### config.mk
export PLATFORM = sky130hd
export DESIGN_NAME = dck_phase_cal_mc
export DESIGN_NICKNAME = d
export VERILOG_FILES = /design/src/rtl/dck_phase_cal_mc.sv
export SDC_FILE = /design/constraint.sdc
export NUM_CORES = 1
export LEC_CHECK = 0
export ABC_AREA = 1
export BUFFER_PORTS_ARGS = -buffer_cell sky130_fd_sc_hd__buf_2
export CORE_AREA = 2 2 74 76
export DETAILED_ROUTE_END_ITERATION = 8
export DIE_AREA = 0 0 76 78
export PLACE_DENSITY = 0.78
export SYNTH_ARGS = -nofsm -noshare
export SYNTH_HDL_FRONTEND = slang
export SYNTH_SLANG_ARGS = --single-unit
### constraint.sdc
create_clock -name clk -period 2.45 [get_ports clk]
set_clock_uncertainty 0.1 [all_clocks]
set_input_delay 0.735 -clock clk [delete_from_list [all_inputs] [get_ports clk]]
set_output_delay 0.735 -clock clk [all_outputs]
set_load 0.02 [all_outputs]
### src/rtl/dck_phase_cal_mc.sv
// dck_phase_cal_mc: shared-sequencer DCK phase calibration for several channels.
// Each channel's delay-line code is swept upward from 0. Every code gets a
// majority vote of the phase detector, and the channel locks at the first code
// whose vote differs from the vote taken at code 0. Once calibration is done,
// an optional tracking mode dithers each locked code around its edge.
module dck_phase_cal_mc #(
    parameter int NUM_CH      = 2,
    parameter int PHASE_WIDTH = 8,
    parameter int SETTLE_CYC  = 4,
    parameter int AVG_LOG2    = 3
) (
    input  logic                          clk,
    input  logic                          rst_n,
    input  logic                          start,
    input  logic                          track_en,
    input  logic [NUM_CH-1:0]             pd_sample,
    output logic [NUM_CH*PHASE_WIDTH-1:0] phase_code,
    output logic                          busy,
    output logic                          done,
    output logic [NUM_CH-1:0]             locked,
    output logic [NUM_CH-1:0]             err,
    output logic [NUM_CH-1:0]             phase_upd
);

    localparam int NS   = 1 << AVG_LOG2;
    localparam int TMAX = (SETTLE_CYC > NS) ? SETTLE_CYC : NS;
    localparam int TW   = $clog2(TMAX + 1);
    localparam int CH_W = (NUM_CH > 1) ? $clog2(NUM_CH) : 1;

    localparam logic [PHASE_WIDTH-1:0] PMAX        = '1;
    localparam logic [TW-1:0]          SETTLE_LAST = TW'(SETTLE_CYC - 1);
    localparam logic [TW-1:0]          ACCUM_LAST  = TW'(NS - 1);
    localparam logic [AVG_LOG2:0]      HALF        = (AVG_LOG2 + 1)'(NS / 2);
    localparam logic [CH_W-1:0]        LAST_CH     = CH_W'(NUM_CH - 1);

    typedef enum logic [3:0] {
        IDLE, SETTLE, ACCUM, EVAL, NEXT_CH, DONE, T_SETTLE, T_ACCUM, T_EVAL
    } state_t;

    state_t                 state_q, state_d;
    logic [CH_W-1:0]        ch_q, ch_d;
    logic [TW-1:0]          tmr_q, tmr_d;
    logic [AVG_LOG2:0]      acc_q, acc_d;
    logic [PHASE_WIDTH-1:0] code_q [NUM_CH];
    logic [PHASE_WIDTH-1:0] code_d [NUM_CH];
    logic [NUM_CH-1:0]      ref_q, ref_d;
    logic [NUM_CH-1:0]      locked_q, locked_d;
    logic [NUM_CH-1:0]      err_q, err_d;
    logic [NUM_CH-1:0]      upd_q, upd_d;
    logic                   busy_q, busy_d;
    logic                   done_q, done_d;

    // First locked channel at or after 'from', wrapping round; tracking visits only these.
    function automatic logic [CH_W-1:0] nextLocked(input logic [CH_W-1:0] from,
                                                   input logic [NUM_CH-1:0] lk);
        logic [CH_W-1:0] sel;
        logic            found;
        int              idx;
        sel   = from;
        found = 1'b0;
        for (int k = 0; k < NUM_CH; k++) begin
            idx = (int'(from) + k) % NUM_CH;
            if (!found && lk[idx]) begin
                sel   = CH_W'(idx);
                found = 1'b1;
            end
        end
        return sel;
    endfunction

    // Sequencer next-state logic: settle/accumulate timing, edge vote, sweep and tracking decisions.
    always_comb begin
        logic            vote;
        logic            refEff;
        logic [CH_W-1:0] chWrap;

        state_d  = state_q;
        ch_d     = ch_q;
        tmr_d    = tmr_q;
        acc_d    = acc_q;
        code_d   = code_q;
        ref_d    = ref_q;
        locked_d = locked_q;
        err_d    = err_q;
        upd_d    = '0;
        busy_d   = busy_q;
        done_d   = 1'b0;

        // Ties count as 0; the vote taken at code 0 becomes the channel's reference.
        vote   = (acc_q > HALF);
        refEff = (code_q[ch_q] == '0) ? vote : ref_q[ch_q];
        chWrap = (ch_q == LAST_CH) ? '0 : ch_q + CH_W'(1);

        case (state_q)
            IDLE: begin
                if (start) begin
                    for (int c = 0; c < NUM_CH; c++) code_d[c] = '0;
                    locked_d = '0;
                    err_d    = '0;
                    ref_d    = '0;
                    ch_d     = '0;
                    tmr_d    = '0;
                    acc_d    = '0;
                    busy_d   = 1'b1;
                    state_d  = SETTLE;
                end else if (track_en && (|locked_q)) begin
                    ch_d    = nextLocked(ch_q, locked_q);
                    tmr_d   = '0;
                    acc_d   = '0;
                    state_d = T_SETTLE;
                end
            end

            SETTLE, T_SETTLE: begin
                if (tmr_q == SETTLE_LAST) begin
                    tmr_d   = '0;
                    state_d = (state_q == SETTLE) ? ACCUM : T_ACCUM;
                end else begin
                    tmr_d = tmr_q + TW'(1);
                end
            end

            ACCUM, T_ACCUM: begin
                acc_d = acc_q + {{AVG_LOG2{1'b0}}, pd_sample[ch_q]};
                if (tmr_q == ACCUM_LAST) begin
                    tmr_d   = '0;
                    state_d = (state_q == ACCUM) ? EVAL : T_EVAL;
                end else begin
                    tmr_d = tmr_q + TW'(1);
                end
            end

            EVAL: begin
                acc_d = '0;
                if (code_q[ch_q] == '0) ref_d[ch_q] = vote;
                if (vote != refEff) begin
                    locked_d[ch_q] = 1'b1;
                    state_d        = NEXT_CH;
                end else if (code_q[ch_q] == PMAX) begin
                    err_d[ch_q]  = 1'b1;
                    code_d[ch_q] = '0;
                    state_d      = NEXT_CH;
                end else begin
                    code_d[ch_q] = code_q[ch_q] + PHASE_WIDTH'(1);
                    state_d      = SETTLE;
                end
            end

            NEXT_CH: begin
                if (ch_q == LAST_CH) begin
                    busy_d  = 1'b0;
                    done_d  = 1'b1;
                    state_d = DONE;
                end else begin
                    ch_d    = ch_q + CH_W'(1);
                    state_d = SETTLE;
                end
            end

            DONE: begin
                state_d = IDLE;
            end

            T_EVAL: begin
                acc_d = '0;
                if (vote != ref_q[ch_q]) begin
                    if (code_q[ch_q] != '0) begin
                        code_d[ch_q] = code_q[ch_q] - PHASE_WIDTH'(1);
                        upd_d[ch_q]  = 1'b1;
                    end
                end else begin
                    if (code_q[ch_q] != PMAX) begin
                        code_d[ch_q] = code_q[ch_q] + PHASE_WIDTH'(1);
                        upd_d[ch_q]  = 1'b1;
                    end
                end
                if (track_en && (|locked_q)) begin
                    ch_d    = nextLocked(chWrap, locked_q);
                    state_d = T_SETTLE;
                end else begin
                    state_d = IDLE;
                end
            end

            default: begin
                state_d = IDLE;
            end
        endcase
    end

    // State and output registers; reset clears everything at once, so no partial results survive.
    always_ff @(posedge clk or negedge rst_n) begin
        if (!rst_n) begin
            state_q  <= IDLE;
            ch_q     <= '0;
            tmr_q    <= '0;
            acc_q    <= '0;
            for (int c = 0; c < NUM_CH; c++) code_q[c] <= '0;
            ref_q    <= '0;
            locked_q <= '0;
            err_q    <= '0;
            upd_q    <= '0;
            busy_q   <= 1'b0;
            done_q   <= 1'b0;
        end else begin
            state_q  <= state_d;
            ch_q     <= ch_d;
            tmr_q    <= tmr_d;
            acc_q    <= acc_d;
            for (int c = 0; c < NUM_CH; c++) code_q[c] <= code_d[c];
            ref_q    <= ref_d;
            locked_q <= locked_d;
            err_q    <= err_d;
            upd_q    <= upd_d;
            busy_q   <= busy_d;
            done_q   <= done_d;
        end
    end

    // Pack the per-channel codes into the flat output bus.
    always_comb begin
        phase_code = '0;
        for (int c = 0; c < NUM_CH; c++) phase_code[c*PHASE_WIDTH +: PHASE_WIDTH] = code_q[c];
    end

    assign busy      = busy_q;
    assign done      = done_q;
    assign locked    = locked_q;
    assign err       = err_q;
    assign phase_upd = upd_q;

endmodule
* After elaboration in Yosys (flattened, before gate mapping)
Cells that the tools add are included.
** Storage, ports and cells
- Register bits :: 39
- Input port bits :: 6
- Word-level logic and storage cells :: 171
- Output and inout port bits :: 24
** Cells by class
- Equal/unequal tests :: 26
- $add $sub $neg :: 7
- Reduce and logical (&&, ||, !) cells :: 29
- Multiplexer cells :: 81
- $lt $le $gt $ge :: 9
- Bitwise gates (word level) :: 7
** Operators by type and width (number)
- two-way mux 16 bit :: 6
- case mux 16 bit (3 select lines) :: 1
- two-way mux 4 bit :: 9
- two-way mux 1 bit :: 34
- bitwise mux 16 bit :: 2
- two-way mux 8 bit :: 4
- case mux 4 bit (3 select lines) :: 2
- case mux 4 bit (6 select lines) :: 1
- two-way mux 2 bit :: 9
- != test 2 bit, second input constant :: 9
- AND 16 bit :: 1
- == test 4 x 3 -> 1 bit, second input constant :: 4
- NOT 16 bit :: 1
- two-way mux 3 bit :: 5
- == test 4 x 2 -> 1 bit, second input constant :: 3
- != test 3 bit, second input constant :: 4
- case mux 2 bit (2 select lines) :: 3
- AND reduction 3 bit :: 4
- nonzero test 3 bit :: 4
- adder 8 x 1 -> 8 bit, second input constant :: 1
- demux 8 bit (select 1 bit) :: 1
- == test 8 bit, second input constant :: 1
- logical NOT 8 bit :: 1
- != test 8 bit, second input constant :: 1
- 29 further kinds :: 48

* Longest topological paths before layout
- Depth in word-level cells :: 12
- Gate-level depth with buffers :: 17

* Worst setup path after synthesis
OpenSTA, ideal clock, no wires.
- Path kind :: register -> register
- From :: register ch_q
- To :: register code_q, in the netlist phase_code[10]
- Buffers on the path :: 2
- Period minus slack after synthesis :: 2.133 ns
- Setup slack :: 0.317 ns
- Arrival :: 1.913 ns
- Stages on the path, launching flop included :: 17
- Cells stage by stage :: dfrtp_1 inv_2 buf_6 o21ai_2 inv_1 ha_1 nand3_1 nor2_1 nand3_2 nand3_2 nand2_4 nor2_8 nand2_4 inv_4 buf_8 o21ai_2 nand2_1
** Between the ends
- Longest elaborated chain between the ends :: 10
- Elaborated cells on any way between the ends :: 34
- Classes of those cells :: add/sub (2); order compare (2); eq/ne (7); mux (16); bitwise (3); reduce/logical (4)
** RTL lines
- start, declared :: RTL line 41 : logic [CH_W-1:0] ch_q, ch_d;
- start signal, assigned :: RTL line 207 : ch_q <= ch_d;
- branches (longest 10 deep; another with adder 8 x 1 -> 8 bit)
- end, declared :: RTL line 44 : logic [PHASE_WIDTH-1:0] code_q [NUM_CH];
Several ways; the timed one is not identified. The select of a mux whose other input is x is not followed.
A chain may end at the register's enable or synchronous reset.

* Worst setup path in the final report
- From :: register ch_q
- To :: register code_q, in the netlist phase_code[9]
Same word-level chain as after synthesis.

==> parameters.txt <==
Parameter                              Value

Outcome
  Outcome ... complete, no violations

Die
  Die area ... between 5000 and 6000 um^2
  Std-Cell Core Area ... between 5000 and 6000 um^2
  Initial Utilization ... 0.594
  Num rows ... 26
  Boundary pin count ... 30
  Die extent in y ... 78 um
  Chip width ... roughly 76 um

Worst setup path
  Data arrival time of the worst path ... 2.35 ns
  Ordered list of cells on the worst path ... inv_2 > buf_4 > nand2_1 > nand2_4 > nand2_2 > nor2_2 > nand4_2 > nand2_2 > nand3_4 > nand2_4 > inv_4 > nand2_1 > o21ai_2
  Kind of start point of the critical path ... flip-flop
  Largest stage delay on the critical path ... between 0.4 and 0.5 ns
  Length in cells of the worst reg-to-reg path ... 13
  Largest delay share family, worst path ... simple AND/OR/NAND/NOR gates
  Combined buffer and inverter count along the critical path ... 3
  Category of the worst setup path capture point ... flip-flop
  Worst-path maximum fanout ... 13
  Crit Reg-Reg Startpoint ... ch_q$_DFFE_PN0P_
  Worst path required time ... roughly 2.5 ns
  Worst setup endpoint ... phase_code[9]$_DFFE_PN0P_
  Setup slack on the worst flop-to-flop path ... 0.19 ns
  Worst R2R End ... phase_code[9]$_DFFE_PN0P_
  Slowest-stage cell, CP ... sky130_fd_sc_hd__dfrtp_2
  Path type of the worst setup path ... reg -> reg
  Number of stages on the worst setup path ... 13
  CP startpoint ... ch_q$_DFFE_PN0P_

STA
  Part of the cycle the worst path needs ... 0.922
  Final number of hold-violating endpoints ... 0
  Final count of negative-setup-slack endpoints ... 0
  Slew HR ... 0.706
  Max-slew violations ... 0
  Final worst hold slack ... about 0.16 ns
  Minimum clock period after layout ... 2.26 ns
  RSZ-0062 raised after global routing ... no
  FMAX ... 0.443 GHz
  Measured slew at the worst slew-check pin ... 0.436 ns
  Setup TNS ... 0 ns

Logic synthesis
  Count leader, synth ... sky130_fd_sc_hd__nand2_1
  Mapped Nets ... 471
  Register bit count reported by yosys ... 39
  Async set-reset flop share out of synthesis ... 1.00
  Leading cell types by total area after synthesis ... sky130_fd_sc_hd__dfrtp_1 (33%), sky130_fd_sc_hd__nand2_1 (19%), sky130_fd_sc_hd__inv_1 (7.4%)
  Most used flip-flop cell after synthesis ... sky130_fd_sc_hd__dfrtp_1
  Portion of synthesized cell area occupied by the leading cell type ... 0.326
  Synth warnings ... 0
  Synth area leader ... sky130_fd_sc_hd__dfrtp_1
  Synthesized instance count ... 458
  Syn Std Cell Area ... 2990 um^2
  Commonest cells post-synth ... sky130_fd_sc_hd__nand2_1 (148), sky130_fd_sc_hd__inv_1 (59), sky130_fd_sc_hd__nor2_1 (45), sky130_fd_sc_hd__nand3_1 (43), sky130_fd_sc_hd__dfrtp_1 (39)
  Portion of the post-synthesis area used by sequential elements ... 0.326
  Post-synthesis area per instance ... between 6 and 7 um^2
  Post-synthesis cell type count ... 38
  EDFF count, synth ... 0

Route
  Length of the first detailed-routing pass in iterations ... 6
  Number of antenna-violating nets in the routed design ... 0
  Average wire per standard cell ... 13.6 um
  Overall via count from detail_route ... between 3000 and 4000
  DRC violation count after routing ... 0
  Drt first-iter violations ... 308
  Vias per cell ... 5.57
  Final wirelength ... 7.70 mm

Cells and area
  Diode count ... 0
  Number of nets in the finished design ... 507
  Share of post-route cells with drive strength above 1 ... 0.156
  Growth of design area from synthesis to finish ... 12.0%
  Post-layout instance count excluding filler cells ... 564

GRT
  Maximum number of pins on one net before global-route repair ... 35
  GRT Resource Usage Total ... 0.269
  Antenna violations before repair ... 0
  Overflow left after global routing ... 0
  Vias in the first global route ... roughly 2800
  Wire length of the first global-routing pass ... 13.0 mm

CTS
  Max H-tree Level ... 2
  Library cell used as clock root buffer ... sky130_fd_sc_hd__clkbuf_8
  Clock input transition at the sequential cells of the worst setup and hold paths ... around 0.08 ns
  Setup bufs post-CTS ... 0
  Hold Buf Count CTS ... 0
  Number of buffers on the longest clock path ... 2
  CTS tree ... built
  Latest clock arrival within the worst-skew pair ... between 0.2 and 0.3 ns
  Clock sink total ... 39
  TritonCTS buffer count ... 5
  Total of cells resized after clock tree synthesis ... 0

Pwr
  Leakage power of the design ... 1.83 nW
  Part of the total power dissipated in sequential elements ... 0.261
  Worst voltage drop across the vdd grid ... 0.000733 V
  Net switching share of the total power ... 0.517
  Internal power summed over all cells ... 1.88 mW
  Switching power total ... 2.01 mW
  Logic gate share of total power ... 0.604
  Clk pwr share ... 0.135
  Pwr dens ... 1160 nW/um^2

Placed design
  Estimated wirelength of the detail-placed design ... 5.93 mm
  Last weighted congestion value of the routability-driven placer ... between 0.9 and 1
  Cell count after placement ... 557
  # port buffers ... 29

Job
  Maximum Capacitance Violations ... 0

Hold path
  Min-delay worst type ... in -> async
cell families (layout without fill, tap and decap cells):
kind of cell | count (synthesis) | after routing | share of synthesized area
compound gates | 68 | 68 | 0.131
xor+xnor | 2 | 2 | 0.00585
fa+ha+maj | 7 | 7 | 0.0293
buf+inv | 71 | 107 | 0.100
flops | 39 | 39 | 0.326
simple gates | 271 | 271 | 0.408
how the worst min path moves through the flow:
| stage | endpoint | slack, ns | cells past startpoint |
|---|---|---|---|
| global route | phase_code[4]$_DFFE_PN0P_ | 0.17 | 1 |
| CTS | phase_code[12]$_DFFE_PN0P_ | 0.16 | 1 |
| floorplan | acc_q[0]$_DFFE_PN0P_ | 0.34 | 0 |
| detailed placement | err[0]$_DFFE_PN0P_ | 0.38 | 2 |
| finish | phase_code[4]$_DFFE_PN0P_ | 0.16 | 1 |
| global placement | err[1]$_DFFE_PN0P_ | 0.37 | 2 |
final cells by class:
class / instances / area, um^2
fill: 444 / 1690
clock buffer: 5 / 68.8
timing repair buffer: 39 / 233
multi-input combinational: 348 / 1720
inverter: 61 / 231
clock inverter: 2 / 37.5
tap: 70 / 87.6
sequential: 39 / 977
power groups by stage:
stage          combinational [mW]  clock, mW  sequential (mW)
6_report                     2.35      0.524             1.01
5_1_grt                      2.65      0.556             1.04
4_1_cts                      2.32      0.532             1.01
3_5_place_dp                 2.32          0             1.02
3_3_place_gp                 2.27          0             1.02
2_1_floorplan                1.68          0             1.11
metrics by stage:
| stage | setup slack, ns | util | area, um^2 | power, mW |
|---|---|---|---|---|
| floorplan | 0.317 | - | 2990 | 2.79 |
| finish | 0.190 | 0.665 | 3350 | 3.89 |
| global placement | 0.285 | 0.644 | 3250 | 3.29 |
| CTS | 0.182 | 0.665 | 3350 | 3.86 |
| global route | 0.0327 | 0.665 | 3350 | 4.24 |
| detailed placement | 0.196 | 0.644 | 3250 | 3.33 |
flip-flops by register name (all words and copies together) (netlist names):
| name | count |
|---|---|
| phase_code | 16 |
| acc_q | 4 |
| state_q | 4 |
| tmr_q | 4 |
| err | 2 |
| locked | 2 |
| phase_upd | 2 |
| ref_q | 2 |
| busy | 1 |
| ch_q | 1 |
| done | 1 |
worst register-to-register path, delay by kind of cell (launching register included):
family,cells,cell delay (ns)
and+or+nand+nor,9,1.10
AOI/OAI and AO/OA,1,0.05
buffers and inverters,3,0.46
DFF,1,0.46
metal layers:
layer,vias up,part of all wire,routed length (um),track usage
met5,-,0,0,0
met4,0,0.021,165,0.0945
met3,20,0.064,496,0.0337
met2,143,0.47,3600,0.453
met1,1438,0.45,3430,0.359
li1,1540,-,-,-
placed cells by master (no fill, tap or decap), drive strengths merged, types with 3 or more instances in the layout:
cell type | netlist | final
nand3 | 47 | 47
ha | 7 | 7
nand2 | 160 | 160
or2 | 3 | 3
dfrtp | 39 | 39
nor2 | 48 | 48
o21ai | 42 | 42
buf | 7 | 39
nand4 | 4 | 4
inv | 61 | 61
a21oi | 16 | 16
clkbuf | 3 | 5
nor3 | 5 | 5
o31ai | 3 | 3
(Power assumes the default switching activity.)
